<file path="src/rtl/operator_slot_sequencer.sv">
// Operator slot sequencer: walks NUM_BANKS x 18 operator slots per sample and hands each
// issued slot its modulation input and feedback enable.
module operator_slot_sequencer #(
    parameter int unsigned NUM_BANKS      = 2,
    parameter int unsigned SLOT_CYCLES    = 2,
    parameter int unsigned PIPELINE_DELAY = 6,
    parameter int unsigned OP_OUT_WIDTH   = 13
) (
    input  logic                           clk,
    input  logic                           reset,
    input  logic                           sample_clk_en,
    input  logic                           ryt,
    input  logic [NUM_BANKS*9-1:0]         cnt,
    input  logic [NUM_BANKS*3-1:0]         conn4,
    input  logic                           op_out_valid,
    input  logic                           op_out_bank,
    input  logic [4:0]                     op_out_num,
    input  logic signed [OP_OUT_WIDTH-1:0] op_out,
    output logic                           slot_en,
    output logic                           slot_bank,
    output logic [4:0]                     slot_op,
    output logic signed [OP_OUT_WIDTH-1:0] slot_mod,
    output logic                           slot_use_fb,
    output logic                           busy,
    output logic                           ops_done_pulse,
    output logic                           sample_overrun
);
    localparam int unsigned     NUM_CH      = NUM_BANKS * 9;
    localparam int unsigned     CYC_W       = (SLOT_CYCLES > 1) ? $clog2(SLOT_CYCLES) : 1;
    localparam logic [CYC_W-1:0] LAST_CYC   = CYC_W'(SLOT_CYCLES - 1);
    localparam logic            LAST_BANK   = 1'(NUM_BANKS - 1);
    localparam logic            SINGLE_BANK = (NUM_BANKS == 1);

    // A result must land in the buffer before the carrier three slots later reads it.
    if (PIPELINE_DELAY > 3 * SLOT_CYCLES) begin : g_bad_delay
        $fatal(1, "PIPELINE_DELAY exceeds 3*SLOT_CYCLES");
    end
    if (NUM_BANKS == 0 || NUM_BANKS > 2) begin : g_bad_banks
        $fatal(1, "NUM_BANKS must be 1 or 2");
    end

    typedef enum logic {StIdle, StRun} state_e;

    function automatic logic [3:0] chan_of(input logic [4:0] op);
        logic [4:0] grp;
        logic [4:0] sub;
        grp = op / 5'd6;
        sub = op % 5'd3;
        return 4'(grp * 5'd3 + sub);
    endfunction

    function automatic logic is_mod(input logic [4:0] op);
        return (op % 5'd6) < 5'd3;
    endfunction

    state_e               state, state_next;
    logic                 bank_cnt, bank_next;
    logic [4:0]           op_cnt, op_next;
    logic [CYC_W-1:0]     cyc_cnt, cyc_next;
    logic signed [OP_OUT_WIDTH-1:0] mod_buf [NUM_CH];

    logic                 launch, fb_next;
    logic [3:0]           nx_ch, rd_ch, wr_ch;
    logic [2:0]           nx_pair, rd_pair;
    logic                 rd_need, wr_ok, wr_en;
    logic [4:0]           rd_idx, wr_idx;
    logic signed [OP_OUT_WIDTH-1:0] mod_sel;

    assign busy      = (state == StRun);
    assign slot_en   = busy && (cyc_cnt == '0);
    assign slot_bank = bank_cnt;
    assign slot_op   = op_cnt;

    always_comb begin
        state_next = state;
        bank_next  = bank_cnt;
        op_next    = op_cnt;
        cyc_next   = cyc_cnt;
        if (state == StIdle) begin
            if (sample_clk_en) begin
                state_next = StRun;
                bank_next  = 1'b0;
                op_next    = '0;
                cyc_next   = '0;
            end
        end else if (cyc_cnt == LAST_CYC) begin
            cyc_next = '0;
            if (op_cnt == 5'd17) begin
                op_next = '0;
                if (bank_cnt == LAST_BANK) begin
                    state_next = StIdle;
                    bank_next  = 1'b0;
                end else begin
                    bank_next = 1'b1;
                end
            end else begin
                op_next = op_cnt + 5'd1;
            end
        end else begin
            cyc_next = cyc_cnt + CYC_W'(1);
        end
    end

    // Feedback enable is loaded on the edge that opens the slot so it lines up with slot_en.
    always_comb begin
        launch  = (state_next == StRun) && (cyc_next == '0);
        nx_ch   = chan_of(op_next);
        nx_pair = (bank_next ? 3'd3 : 3'd0) + 3'(nx_ch - 4'd3);
        fb_next = is_mod(op_next);
        if (ryt && !bank_next && (op_next == 5'd13 || op_next == 5'd14)) begin
            fb_next = 1'b0;
        end
        if (nx_ch >= 4'd3 && nx_ch <= 4'd5 && conn4[nx_pair]) begin
            fb_next = 1'b0;
        end
    end

    always_comb begin
        wr_ch  = chan_of(op_out_num);
        wr_idx = (op_out_bank ? 5'd9 : 5'd0) + 5'(wr_ch);
        wr_ok  = op_out_valid && !(SINGLE_BANK && op_out_bank) && (op_out_num <= 5'd17);
        wr_en  = wr_ok && (is_mod(op_out_num) ||
                 (wr_ch <= 4'd2 && conn4[(op_out_bank ? 3'd3 : 3'd0) + 3'(wr_ch)]));
    end

    // Modulators of a 4-op second channel read the first channel's carrier entry.
    always_comb begin
        rd_ch   = chan_of(op_cnt);
        rd_pair = (bank_cnt ? 3'd3 : 3'd0) + 3'(rd_ch - 4'd3);
        rd_idx  = (bank_cnt ? 5'd9 : 5'd0) + 5'(rd_ch);
        rd_need = 1'b0;
        if (!is_mod(op_cnt)) begin
            rd_need = 1'b1;
        end else if (rd_ch >= 4'd3 && rd_ch <= 4'd5 && conn4[rd_pair]) begin
            rd_need = 1'b1;
            rd_idx  = rd_idx - 5'd3;
        end
        mod_sel = '0;
        if (rd_need && !cnt[rd_idx] && !(ryt && !bank_cnt && op_cnt >= 5'd16)) begin
            mod_sel = (wr_en && wr_idx == rd_idx) ? op_out : mod_buf[rd_idx];
        end
    end

    always_ff @(posedge clk or negedge reset) begin
        if (!reset) begin
            state          <= StIdle;
            bank_cnt       <= 1'b0;
            op_cnt         <= '0;
            cyc_cnt        <= '0;
            slot_mod       <= '0;
            slot_use_fb    <= 1'b0;
            ops_done_pulse <= 1'b0;
            sample_overrun <= 1'b0;
            for (int i = 0; i < NUM_CH; i++) begin
                mod_buf[i] <= '0;
            end
        end else begin
            state          <= state_next;
            bank_cnt       <= bank_next;
            op_cnt         <= op_next;
            cyc_cnt        <= cyc_next;
            ops_done_pulse <= wr_ok && (op_out_bank == LAST_BANK) && (op_out_num == 5'd17);
            sample_overrun <= busy && sample_clk_en;
            if (wr_en) begin
                mod_buf[wr_idx] <= op_out;
            end
            if (slot_en) begin
                slot_mod <= mod_sel;
            end
            if (launch) begin
                slot_use_fb <= fb_next;
            end
        end
    end

endmodule
</file>
<file path="config.mk">
export PLATFORM = sky130hd
export DESIGN_NAME = operator_slot_sequencer
export DESIGN_NICKNAME = d
export VERILOG_FILES = /design/src/rtl/operator_slot_sequencer.sv
export SDC_FILE = /design/constraint.sdc
export NUM_CORES = 1
export LEC_CHECK = 0
export BUFFER_PORTS_ARGS = -buffer_cell sky130_fd_sc_hd__buf_2
export CORE_UTILIZATION = 60
export CTS_BUF_LIST = sky130_fd_sc_hd__clkbuf_16
export DETAILED_ROUTE_END_ITERATION = 6
export PLACE_DENSITY = 0.78
export SLEW_MARGIN = 5
export SYNTH_ARGS = -nofsm -noshare
export SYNTH_HDL_FRONTEND = slang
export SYNTH_SLANG_ARGS = --single-unit
</file>
<file path="constraint.sdc">
create_clock -name clk -period 9.8 [get_ports clk]
set_input_delay 1.47 -clock clk [delete_from_list [all_inputs] [get_ports clk]]
set_output_delay 1.47 -clock clk [all_outputs]
set_load 0.02 [all_outputs]
</file>
* Yosys cells after proc, flatten, opt, wreduce, memory -nomap -nowiden
Index checks and enable logic that the tools add are counted.
Storage, ports and cells: latch bits 0, bits in writable memories 0, input port bits 48, memories kept 0, ROM bits 0, output and inout bits 24, logic and storage cells 146, register bits after elaboration 258
Cells by class: shifts and indexed selects 0, multiply operators 3, reduce and logical (&&, ||, !) cells 26, muxes and demuxes 43, equality and inequality tests 5, bitwise gates (word level) 4, order comparisons 17, $add $sub $neg 13, div/mod/pow operators 9
Operators with widths (number):
- $bwmux W234 | 1
- $bmux W13 S5 | 1
- $demux W13 S5 | 1
- $mux W13 | 5
- $mux W5 | 6
- $logic_and A1 B1 Y1 | 20
- $mux W1 | 20
- $div A5 B3 Y5 const B | 3
- $lt A5 B2 Y1 const B | 3
- $mod A5 B2 Y5 const B | 3
- $mod A5 B3 Y5 const B | 3
- $mul A5 B2 Y4 const B | 3
- $add A4 B4 Y4 | 3
- $ge A6 B6 Y1 const B | 2
- $lt A3 B4 Y1 const B | 3
- $not A5 Y6 | 2
- $add A4 B4 Y5 | 2
- $eq A5 B4 Y1 const B | 2
- $eq A5 B5 Y1 const B | 2
- $add A2 B3 Y3 | 3
- $bmux W1 S3 | 3
- $ge A4 B2 Y1 const B | 2
- $le A4 B3 Y1 const B | 2
- $mux W4 | 2
- 15 further kinds | 23

* Depth between registers and ports, before layout
depth in word-level cells 16, gate-level depth with buffers 34

* Worst setup path before layout
OpenSTA, ideal clock, no wires.
kind input -> register, start input op_out_num[3], end register slot_mod[12], path slack 2.321 ns, buffers on the path 2, required time 9.678 ns, stages on the path 28, arrival time 7.358 ns, cell sequence clkbuf_1 clkbuf_1 ha_1 nor3b_1 a31oi_1 o21ai_0 ha_1 or4b_2 a21oi_1 nor2b_1 nor3b_1 mux2i_1 fa_1 inv_1 ha_1 fa_1 xnor2_1 xnor2_1 xnor2_1 inv_1 ha_1 xor2_1 xnor2_1 xnor2_1 and3_1 and4_4 or4b_1 a32o_1
Between the ends: cells in the longest elaborated chain, start to end 12
Ends and longest elaborated chain:
- start, declared | line 17 | input logic [4:0] op_out_num,
- $div A5 B3 Y5 | line 47 | grp = op / 5'd6;
- $mul A5 B2 Y4 | line 49 | return 4'(grp * 5'd3 + sub);
- $add A4 B4 Y4 | line 49
- $add A2 B3 Y3 | line 123 | (wr_ch <= 4'd2 && conn4[(op_out_bank ? 3'd3 : 3'd0) + 3'(wr_ch)]));
- $bmux W1 S3 | line 123
- $mux W1 | line 123
- $logic_and A1 B1 Y1 | line 123
- $logic_or A1 B1 Y1 | line 122 | wr_en = wr_ok && (is_mod(op_out_num) ||
- $logic_and A1 B1 Y1 | line 122
- $logic_and A1 B1 Y1 (*) | line 140 | mod_sel = (wr_en && wr_idx == rd_idx) ? op_out : mod_buf[rd_idx];
- $mux W13 (*) | line 140
- $mux W13 (*) | line 139 | if (rd_need && !cnt[rd_idx] && !(ryt && !bank_cnt && op_cnt >= 5'd16)) begin
- end signal, assigned | line 168 | slot_mod <= mod_sel;
- end, declared | line 22 | output logic signed [OP_OUT_WIDTH-1:0] slot_mod,
Every way passes the cells marked *; elsewhere a longest branch is shown, timed or not. The select of a mux whose other input is x is not followed. A chain may end at the register's enable or synchronous reset.

* Worst setup path in the final report
start register op_cnt[3] (netlist: slot_op[3]), end register slot_mod[12]
Between the ends: cells in the longest elaborated chain, start to end 16
Ends and longest elaborated chain:
- start, declared | line 58 | logic [4:0] op_cnt, op_next;
- start signal, assigned | line 160 | op_cnt <= op_next;
- $div A5 B3 Y5 | line 47
- $mul A5 B2 Y4 | line 49
- $add A4 B4 Y4 | line 49
- $sub A3 B2 Y3 | line 129 | rd_pair = (bank_cnt ? 3'd3 : 3'd0) + 3'(rd_ch - 4'd3);
- $add A2 B3 Y3 | line 129
- $bmux W1 S3 | line 134 | end else if (rd_ch >= 4'd3 && rd_ch <= 4'd5 && conn4[rd_pair]) begin
- $mux W1 (not written as such) | line 134
- $logic_and A1 B1 Y1 | line 134
- $mux W5 | line 134
- $mux W5 | line 132 | if (!is_mod(op_cnt)) begin
- $not A5 Y6 (not written as such) or $bmux W1 S5 (tied branches) | line 140, 139
- $bmux W13 S5 or $mux W1 (tied branches) | line 140, 139
- $mux W13 (not written as such) or $logic_not A1 Y1 (tied branches) | line 140, 139
- $mux W13 (not written as such) or $logic_and A1 B1 Y1 (tied branches) | line 140, 139
- $mux W13 or $logic_and A1 B1 Y1 (tied branches) | line 140, 139
- $mux W13 (*) | line 139
Marks and branches as above.

==> metrics.txt <==
commonest cells after routing, fill and taps aside=dfrtp_1, mux2_2, nand2_1; clk slew on worst S/H paths=0.06 ns; R2R Setup Slk=1.14 ns; synth warn=0; WL final=39.78 mm; final period utilization=0.8834; initial antenna violation count=1; latest clock arrival within the worst-skew pair=0.56 ns; drc violations=0; Setup Buffers After CTS=0; initial drt markers=867; worst hold path class=reg2reg; Hold-fix buffers, CTS=0; startpoint class of the critical path=flip-flop; CP required=10.24 ns; final setup fails=0; crit path from=slot_op[3]$_DFF_PN0_; CP arrival=9.09 ns; final setup margin=1.143 ns; largest net degree at the start of global routing=110; WP buf/inv=1; Initial Utilization=0.6098; Core Util, Final=0.6576; Post-synth top flop=dfrtp_1; Synth Area in Adders=0.04437; DR vias=11760; layout cells sized above 1=0.3016; clock root cell=clkbuf_16; area leader, netlist=dfrtp_1; post-synth cell types=92; syn_nets=1497; asr flop ratio synth=1.000; EDFF count, synth=0; Hold Slack=0.4992 ns; Rows=59; WL/cell=22.67 µm; outcome=finished clean; Worst Tran Pin Value=1.061 ns; main combinational cell family by area after synthesis=multiplexers; I/O Buffers=71; Reg with most FFs=mod_buf; Core Region=25980 µm²; Worst Reg-to-Reg Cells=25; minimum clock period=8.657 ns; post-synthesis xor/xnor area fraction=0.02519; Synth Area in Compound Gates=0.1404; Worst slew margin=0.2904; Nets=1497; Area growth syn-to-layout=7.841%; #FFs+latches synth=258; Place WS=1.281 ns; # clock sinks=258; FF-to-FF End=slot_mod[12]$_DFFE_PN0P_; Total Negative Setup Slacks=0 ns; first-pass GRT wire length=62.70 mm; Area contributors post-synth=dfrtp_1, mux2_2, mux4_2; Critical Path Max Stage Delay=0.63 ns; max reg flops=234; critical path endpoint=slot_mod[12]$_DFFE_PN0P_; RSZ-0062 raised after global routing=no; chip width=164.5 µm; Cell Area, Synth=15850 µm²; count of pins over their slew limit=0; CP max FO=18; first-pass iteration count of the detailed router=6; sequential area share after synthesis=0.4074; clk buf depth=3; die height=164.5 µm; reg-to-reg startpoint=slot_op[3]$_DFF_PN0_; Synth top area share=0.4074; Mapped Cells=1400; mux cell area share after synthesis=0.2540; GP Congestion=0.8469; delay-heaviest family, CP=compound AO/OA/AOI/OAI gates; GRT Resource Usage Total=0.3013; CP Class=reg2reg; post-synthesis simple-gate area fraction=0.08827; Worst Clk Skew=0.01870 ns; drt via density=6.703; H-tree lvl count=1; maximum clock rate=0.1155 GHz; antenna-violating nets left=0; maxcap violations=0; slowest CP cell=nand3b_1; final hold viol count=0; die area=27070 µm²; Worst setup EP type=flip-flop; I/O pins=72; Worst path depth=25; vias in the first global route=11550; cts repair resizes=0; Syn Area/Cell=11.32 µm²; Most common cell on crit path=ha_1; grt ovf=0; commonest non-fill, non-tap cell in the layout=dfrtp_1; CTS tree=built; CTS Buf Count=27; DP HPWL=25.41 mm
kinds of logic after synthesis:
| group | after synthesis |
|---|---|
| flops | 258 |
| simple gates | 271 |
| fa+ha+maj | 49 |
| compound gates | 302 |
| xor+xnor | 39 |
| buf+inv | 159 |
| mux | 322 |
layer usage:
metal,up-vias,track usage,wire (µm)
met5,-,0,0
met4,0,0.1280,1741
met3,116,0.04319,2212
met2,393,0.5065,19190
met1,5959,0.3913,16640
li1,5295,-,-
Yosys cell counts (6+ instances only):
cell type	instances
dfrtp_1	258
buf_1	36
a211oi_1	13
o22ai_1	40
o221ai_1	33
nor2_1	45
clkbuf_1	59
nand3_1	21
xnor2_1	26
nor2b_1	11
o31a_1	6
and2_1	6
buf_2	10
or2_2	6
a21o_1	10
or3_1	7
fa_1	12
inv_1	46
a21oi_1	34
o31ai_1	6
a31oi_1	11
o211ai_1	6
a22oi_1	10
ha_1	37
a32o_1	15
mux2_2	241
o21ai_0	45
o2111ai_1	9
nand2b_1	23
nor3_1	27
xor2_1	8
nand2_1	80
nor4_1	6
mux2i_1	41
mux4_2	40
worst register-to-register path, stage by stage, from the launching register on:
cell and delay (ns):
dfrtp_1 0.60, ha_1 0.39, xnor2_2 0.42, nand2_1 0.09, o21ai_0 0.11, ha_1 0.42
a211oi_1 0.14, o22a_1 0.24, a2111o_1 0.41, nor2_1 0.14, o21ai_0 0.11, fa_1 0.49
inv_1 0.04, ha_1 0.37, fa_1 0.54, mux4_2 0.37, mux2_2 0.15, nand2_1 0.05
o22ai_1 0.33, o2111ai_4 0.30, nor4_1 0.57, or2_1 0.46, nand3b_1 0.63, o221a_2 0.47
o211a_1 0.36, a32o_1 0.37
layout make-up:
type                       instances  area, µm²
tap                              335      419.2
clock buffer                      27      675.6
fill                            2005       8896
antenna                            1      2.502
inverter                          48      180.2
timing repair buffer              82      447.9
multi-input combinational        983       8768
sequential                       258       6456
clock inverter                    21      138.9
worst min-delay path by stage:
stage	cells after the start	startpoint	slack, ns	endpoint
after floorplan	1	mod_buf[143]$_DFFE_PN0P_	0.47	mod_buf[143]$_DFFE_PN0P_
after global placement	1	mod_buf[83]$_DFFE_PN0P_	0.48	mod_buf[83]$_DFFE_PN0P_
after detailed placement	1	mod_buf[148]$_DFFE_PN0P_	0.49	mod_buf[148]$_DFFE_PN0P_
after CTS	1	mod_buf[148]$_DFFE_PN0P_	0.50	mod_buf[148]$_DFFE_PN0P_
after global routing	1	mod_buf[15]$_DFFE_PN0P_	0.51	mod_buf[15]$_DFFE_PN0P_
final	1	mod_buf[156]$_DFFE_PN0P_	0.50	mod_buf[156]$_DFFE_PN0P_
metrics by stage:
stage | std cells | instance area (µm²)
floorplan | 1400 | 15850
global placement | 1706 | 16270
detailed placement | 1706 | 16270
CTS | 1754 | 17090
global route | 1755 | 17090
finish | 1755 | 17090
Power is left out: the tool's default activity adds up to more than one toggle a clock period on the data nets, which glitch-free logic cannot reach.
